===== config.mk =====
export PLATFORM = sky130hd
export DESIGN_NAME = latch_bank_loader
export DESIGN_NICKNAME = d
export VERILOG_FILES = /design/src/rtl/latch_bank_loader.sv
export SDC_FILE = /design/constraint.sdc
export NUM_CORES = 1
export LEC_CHECK = 0
export CAP_MARGIN = 20
export CORE_MARGIN = 2
export CORE_UTILIZATION = 25
export DETAILED_ROUTE_END_ITERATION = 10
export PLACE_DENSITY = 0.48
export SLEW_MARGIN = 0
export SYNTH_ARGS = -nofsm -noshare
export SYNTH_HDL_FRONTEND = slang
export SYNTH_SLANG_ARGS = --single-unit
export TNS_END_PERCENT = 10

===== constraint.sdc =====
create_clock -name clk -period 1.85 [get_ports clk]
set_clock_uncertainty 0.1 [all_clocks]
set_input_delay 0.37 -clock clk [delete_from_list [all_inputs] [get_ports clk]]
set_output_delay 0.37 -clock clk [all_outputs]
set_load 0.005 [all_outputs]

===== src/rtl/latch_bank_loader.sv =====
// Serial-to-parallel write controller for a bank of D latches with async set/reset.
// Produces registered, glitch-free D/CE/SR/SRINIT with a setup and a hold cycle around each CE pulse.
module latch_bank_loader #(
    parameter int WIDTH  = 8,
    parameter int DEPTH  = 4,
    parameter int ADDR_W = (DEPTH > 1) ? $clog2(DEPTH) : 1
) (
    input  logic              clk,
    input  logic              rst_n,
    input  logic              in_valid,
    output logic              in_ready,
    input  logic              in_bit,
    input  logic [ADDR_W-1:0] in_addr,
    input  logic              clr_req,
    input  logic [WIDTH-1:0]  init_val,
    output logic [WIDTH-1:0]  lat_d,
    output logic [DEPTH-1:0]  lat_ce,
    output logic              lat_sr,
    output logic [WIDTH-1:0]  lat_srinit,
    output logic              busy,
    output logic              done,
    output logic              err
);

    localparam int CNT_W = $clog2(WIDTH + 1);

    localparam logic [2:0] S_IDLE   = 3'd0;
    localparam logic [2:0] S_SHIFT  = 3'd1;
    localparam logic [2:0] S_SETUP  = 3'd2;
    localparam logic [2:0] S_STROBE = 3'd3;
    localparam logic [2:0] S_HOLD   = 3'd4;
    localparam logic [2:0] S_CLEAR1 = 3'd5;
    localparam logic [2:0] S_CLEAR2 = 3'd6;

    localparam logic [CNT_W-1:0] LAST_CNT  = CNT_W'(WIDTH - 1);
    localparam logic [ADDR_W:0]  DEPTH_LIM = (ADDR_W + 1)'(DEPTH);

    logic [2:0]        state;
    logic [WIDTH-1:0]  shreg;
    logic [CNT_W-1:0]  cnt;
    logic [ADDR_W-1:0] addr_q;

    logic [WIDTH-1:0]  shift_nxt;
    logic              addr_ok;
    logic [DEPTH-1:0]  ce_dec;

    // Only IDLE and SHIFT take bits; never depends on in_valid.
    assign in_ready = (state == S_IDLE) || (state == S_SHIFT);

    // NOTE: every always_comb output gets a default first so no path infers a latch.
    always_comb begin
        shift_nxt = (shreg << 1) | WIDTH'(in_bit);
        addr_ok   = ({1'b0, addr_q} < DEPTH_LIM);
        ce_dec    = '0;
        if (addr_ok) begin
            ce_dec = DEPTH'(1) << addr_q;
        end
    end

    // NOTE: sequential state uses non-blocking assignments so all flops update together at the edge.
    always_ff @(posedge clk or negedge rst_n) begin
        if (!rst_n) begin
            state      <= S_IDLE;
            shreg      <= '0;
            cnt        <= '0;
            addr_q     <= '0;
            lat_d      <= '0;
            lat_ce     <= '0;
            lat_sr     <= 1'b0;
            lat_srinit <= '0;
            busy       <= 1'b0;
            done       <= 1'b0;
            err        <= 1'b0;
        end else begin
            done <= 1'b0;
            err  <= 1'b0;
            case (state)
                S_IDLE: begin
                    // Clear wins over a bit offered in the same cycle; that bit is dropped.
                    if (clr_req) begin
                        lat_srinit <= init_val;
                        lat_sr     <= 1'b1;
                        busy       <= 1'b1;
                        state      <= S_CLEAR1;
                    end else if (in_valid) begin
                        addr_q <= in_addr;
                        shreg  <= WIDTH'(in_bit);
                        cnt    <= CNT_W'(1);
                        busy   <= 1'b1;
                        if (WIDTH == 1) begin
                            lat_d <= WIDTH'(in_bit);
                            state <= S_SETUP;
                        end else begin
                            state <= S_SHIFT;
                        end
                    end
                end
                S_SHIFT: begin
                    if (in_valid) begin
                        shreg <= shift_nxt;
                        cnt   <= cnt + 1'b1;
                        if (cnt == LAST_CNT) begin
                            lat_d <= shift_nxt;
                            state <= S_SETUP;
                        end
                    end
                end
                S_SETUP: begin
                    lat_ce <= ce_dec;
                    err    <= !addr_ok;
                    state  <= S_STROBE;
                end
                S_STROBE: begin
                    lat_ce <= '0;
                    done   <= 1'b1;
                    state  <= S_HOLD;
                end
                S_HOLD: begin
                    shreg <= '0;
                    cnt   <= '0;
                    busy  <= 1'b0;
                    state <= S_IDLE;
                end
                S_CLEAR1: begin
                    done  <= 1'b1;
                    state <= S_CLEAR2;
                end
                S_CLEAR2: begin
                    lat_sr <= 1'b0;
                    busy   <= 1'b0;
                    state  <= S_IDLE;
                end
                default: begin
                    lat_ce <= '0;
                    lat_sr <= 1'b0;
                    busy   <= 1'b0;
                    state  <= S_IDLE;
                end
            endcase
        end
    end

endmodule


After elaboration in Yosys (flattened, before gate mapping)
Index checks and enable logic that the tools add are counted.
{ "word_totals": {"reg_bits": 39, "input_bits": 15, "wordCells": 63} }
{ "classes": {"add_sub_neg": 1, "eq_ne": 13, "shift": 1, "mux": 20, "n_bitwise": 4, "reduce_logical": 14} }
{ "op_table": {"columns": ["operator", "n"], "rows": [
  ["two-way mux 7 bit", 3],
  ["case mux 7 bit (3 select lines)", 1],
  ["case mux 3 bit (5 select lines)", 1],
  ["two-way mux 3 bit", 4],
  ["two-way mux 4 bit", 3],
  ["case mux 4 bit (3 select lines)", 1],
  ["OR reduction 5 bit", 2],
  ["== test 3 bit (second input constant)", 3],
  ["AND reduction 3 bit", 3],
  ["inequality test 2 bit (second input constant)", 4],
  ["bitwise OR 8 x 1 -> 8 bit", 1],
  ["case mux 4 bit (2 select lines)", 1],
  ["== test 3 x 2 -> 1 bit (second input constant)", 2],
  ["AND reduction 2 bit", 3],
  ["adder 4 x 1 -> 4 bit (second input constant)", 1],
  ["== test 4 x 3 -> 1 bit (second input constant)", 1],
  ["two-way mux 1 bit", 4],
  ["case mux 1 bit (2 select lines)", 2],
  ["AND reduction 4 bit", 1],
  ["OR reduction 4 bit", 1],
  ["left shift 1 x 2 -> 4 bit (first input constant)", 1],
  ["== test 3 x 1 -> 1 bit (second input constant)", 1],
  ["logical NOT 3 bit", 1],
  ["inequality test 3 bit (second input constant)", 1],
  ["other kinds (5)", 7]
]} }

Longest topological paths before layout
Gate-level depths: netlist of the first run.
{ "logic_depth": {"ltp_word": 4, "ltp_mapped": 6, "mapped_depth_nobuf": 5} }

Worst setup path after synthesis of the first run
OpenSTA, ideal clock, no wires.
{ "synth_path": {"path_type": "register -> register", "start": "reg cnt[0]", "end": "reg lat_d[0]", "setup_ns": 0.128, "arrival_time_ns": 1.419, "setup_slack_ns": 0.204, "stages_incl_launch_ff": 7, "path_buffers": 1, "synth_period_minus_slack_ns": 1.646, "path_cell_list": "dfrtp_1 > ha_1 > nand2_1 > nor3_1 > and2_1 > buf_2 > mux2_1"} }
{ "synth_via": {"elab_chain_len": 2} }
{ "synth_rtl": {"columns": ["element", "line_no", "source"], "rows": [
  ["start, declared", "40", "logic [CNT_W-1:0] cnt;"],
  ["start signal, assigned", "101", "cnt <= cnt + 1'b1;"],
  ["== test 4 x 3 -> 1 bit", "102", "if (cnt == LAST_CNT) begin"],
  ["AND reduction 3 bit (no line)", null, null],
  ["end signal, assigned", "91", "lat_d <= WIDTH'(in_bit);"],
  ["end signal, assigned", "103", "lat_d <= shift_nxt;"],
  ["end, declared", "16", "output logic [WIDTH-1:0] lat_d,"]
]} }
No other way between the ends.
A chain may end at the register's enable or synchronous reset.

Worst setup path in the final report of the first run
{ "layout_path": {"start": "in in_valid", "end": "reg cnt[2]"} }
{ "layout_via": {"elab_chain_len": 2, "word_cells_on_any_way": 3} }
{ "layout_rtl": {"columns": ["element", "line_no", "source"], "rows": [
  ["start, declared", "10", "input logic in_valid,"],
  ["inequality test 2 bit (no line)", null, null],
  ["AND reduction 4 bit (no line) *", null, null]
]} }
Mark *: on every way between the ends. The rest lies on a longest branch, timed or not.

==> flow_summary.json, run 1 <==
{
  "vias": 1292,
  "final_net_count": 223,
  "yosysSeqAreaShare": 0.570,
  "vias_per_cell": 4.49,
  "grt_overflow": 0,
  "cpPeakStageDelay_ns": 0.48,
  "drt_iter0_drc": 39,
  "multi_input_area_um2": 653,
  "r2r_cells": 4,
  "r2r_slack_ns": 0.11,
  "leakagePower_nw": 1.07,
  "setup_viol": 0,
  "dp.cells": 279,
  "synth_top_area_share": 0.570,
  "finalNonFillerCells": 288,
  "synth_ff_type": "dfrtp_1",
  "ys_types": 32,
  "cp.required_ns": 1.92,
  "seq_area_um2": 977,
  "grt_pass1_vias": 1372,
  "yosys-top-cells-area": "dfrtp_1 (57%), mux2_1 (11%), o21ai_1 (3.8%)",
  "cts_hold_repair.buffers": 0,
  "die_w_um": 86.7,
  "hold_viol_final": 0,
  "fin_crit_sh": 0.950,
  "numCtsBuffers": 5,
  "synth_edf_count": 0,
  "grt_antenna_before_repair": 0,
  "yosys.cell_count.top_type": "dfrtp_1",
  "max_slew_margin": 0.666,
  "coreArea_um2": 6720,
  "synth_common_cells": "dfrtp_1 (39), mux2_1 (16), nand2_1 (13), o21ai_1 (13), o21ai_0 (9)",
  "synthesis.nets": 171,
  "drtAntennaViolNets": 0,
  "layout-drive-gt1-share": 0.163,
  "ys_ff_latch": 39,
  "cp-end-kind": "flop",
  "slew_violations": 0,
  "finalSetupTns_ns": 0,
  "gp_congestion": 0.712,
  "fill_cells": 666,
  "crit_chain": "clkdlybuf4s50_1 -> inv_1 -> o31a_1 -> or2_1 -> a221o_1",
  "worstSkewPairLatency_ns": 0.29,
  "crit_arrival_ns": 1.83,
  "grt_max_degree": 40,
  "std_cell_rows": 30,
  "syn_area_per_cell_um2": 11.0,
  "fmax_ghz": 0.569,
  "grt_use_total": 0.108,
  "h-tree-depth": 2,
  "clkTransAtPathRegs_ns": 0.08,
  "synth_area_um2": 1710,
  "initial_core_util": 0.255,
  "syn_inst": 155,
  "die_y_um": 86.7,
  "finalCriticalPeriod_ns": 1.76,
  "routed_wl_um": 3600,
  "rsz0062_at_grt": "false",
  "cts_root_buf": "clkbuf_8",
  "cts_max_path_buffers": 2,
  "setup.worst_path.start_class": "input port",
  "yosys.area.top_type": "dfrtp_1",
  "worstMarginPinSlew_ns": 0.501,
  "area_delta_synth_final_pct": 40.6,
  "drt-wirelength-per-cell_um": 12.5,
  "drc": 0,
  "grt_first_pass_wirelength_um": 6440,
  "reg2reg_from": "state[2]",
  "power_density_nw_per_um2": 1430,
  "portBuffers": 38,
  "ir_worst_vdd_mv": 0.777,
  "worstHoldPathType": "input port to async pin",
  "diodes": 0,
  "first_pass_iters": 5,
  "detailed_place_hpwl_um": 2500,
  "cp_max_fo": 4,
  "synth_warnings": 0,
  "die_area_um2": 7520,
  "timing.rr.end": "cnt[2]",
  "maxCapViolCount": 0,
  "async_flop_share": 1.00,
  "io_pins": 40,
  "clock_sinks": 39,
  "outcome": "finished, final reports clean",
  "crit_slowest_cell": "clkdlybuf4s50_1",
  "cts_tree": "done",
  "worstSetupPathType": "input port to flop"
}
[per-stage QoR]
| step | total power [mW] | util | worst slack, ns | hold WS [ns] | cell area [um2] |
|---|---|---|---|---|---|
| 4_1_cts | 3.52 | 0.356 | 0.00743 | 0.0444 | 2390 |
| 5_1_grt | 3.74 | 0.358 | 0.00148 | 0.0736 | 2410 |
| 2_1_floorplan | 2.08 | - | 0.204 | -0.0256 | 1710 |
| 3_5_place_dp | 2.82 | 0.339 | -0.220 | 0.366 | 2280 |
| 6_report | 3.45 | 0.358 | 0.0917 | 0.0380 | 2410 |
| 3_3_place_gp | 2.81 | 0.339 | -0.192 | 0.366 | 2280 |
[layer usage]
metal,routed length [um],vias up,share of wire,global-route usage
met3,154,4,0.043,0.0314
li1,-,636,-,-
met4,35,0,0.0097,0.0341
met2,1720,25,0.48,0.173
met1,1690,627,0.47,0.140
met5,0,-,0,0
[power breakdown]
part	switching [mW]	leakage (nW)	internal, mW
clock network	0.301	0.0505	0.339
registers	0.199	0.500	1.13
logic	0.644	0.517	0.837
total	1.14	1.07	2.31
[repair_timing]
item                                    4_1_cts  5_1_grt
endpoints found under the setup margin        1        6
setup buffers                                 1        0
resized for setup                             1        4
hold endpoints to repair                      0        0
[sequential cells by signal, summed over array words and instances (netlist names)]
name and cells:
done 1, addr_q 2, lat_d 8, cnt 4
busy 1, lat_srinit 8, lat_sr 1, lat_ce 4
shreg 7, state 3
[how the worst max path moves through the flow]
stage	from	depth (start not counted)	endpoint	slack (ns)
floorplan	cnt[0]	6	lat_d[0]	0.20
global placement	in_valid	6	lat_d[7]	-0.19
detailed placement	in_valid	6	lat_d[4]	-0.22
CTS	state[1]	2	in_ready	0.007
global route	state[2]	6	cnt[2]	0.001
finish	in_valid	5	cnt[2]	0.09
[logic make-up after synthesis]
kind of cell,after synthesis,share of synthesized area
DFF,39,0.570
and+or+nand+nor,38,0.113
adders and majority gates,1,0.00731
other,1,0.00219
buffers and inverters,19,0.0526
AOI/OAI and AO/OA,39,0.137
muxes,18,0.118
[layout make-up]
| type | count | share of cell area |
|---|---|---|
| Sequential cell | 39 | 0.406 |
| Multi-Input combinational cell | 97 | 0.271 |
| Timing Repair Buffer | 56 | 0.225 |
| Tap cell | 80 | 0.0416 |
| Clock buffer | 7 | 0.0400 |
| Inverter | 8 | 0.0125 |
| Clock inverter | 1 | 0.00312 |
[worst max-delay path, delay by kind of cell]
| kind | cells | cell delay [ns] |
|---|---|---|
| buffers and inverters | 2 | 0.55 |
| AO/OA/AOI/OAI | 2 | 0.65 |
| AND/OR/NAND/NOR | 1 | 0.26 |
[layout by cell type, fill, tap and decap left out, types with 2 or more instances in the layout]
master and n:
buf_4 15, nor3_1 2, o21ai_1 13, o22ai_1 6, clkdlybuf4s50_1 36, o21ai_0 9
nand3_1 2, mux2_2 2, nand2b_1 4, or2_1 2, buf_12 2, a32oi_1 2
nand2_1 13, a21oi_1 2, nor2b_1 3, inv_1 8, a22oi_1 2, nor2_1 6
dfrtp_1 38, mux2_1 16, clkbuf_8 7
No activity file was read; power rests on OpenSTA's default activity.
==> run 2, diff against run 1 <==
--- a/config.mk
+++ b/config.mk
@@ -10,7 +10,7 @@
 export CORE_UTILIZATION = 25
 export DETAILED_ROUTE_END_ITERATION = 10
 export PLACE_DENSITY = 0.48
-export SLEW_MARGIN = 0
+export SLEW_MARGIN = 20
 export SYNTH_ARGS = -nofsm -noshare
 export SYNTH_HDL_FRONTEND = slang
 export SYNTH_SLANG_ARGS = --single-unit
==> results of run 2 <==
Same layout as run 1: the final DEF is identical, and so are final timing and power.
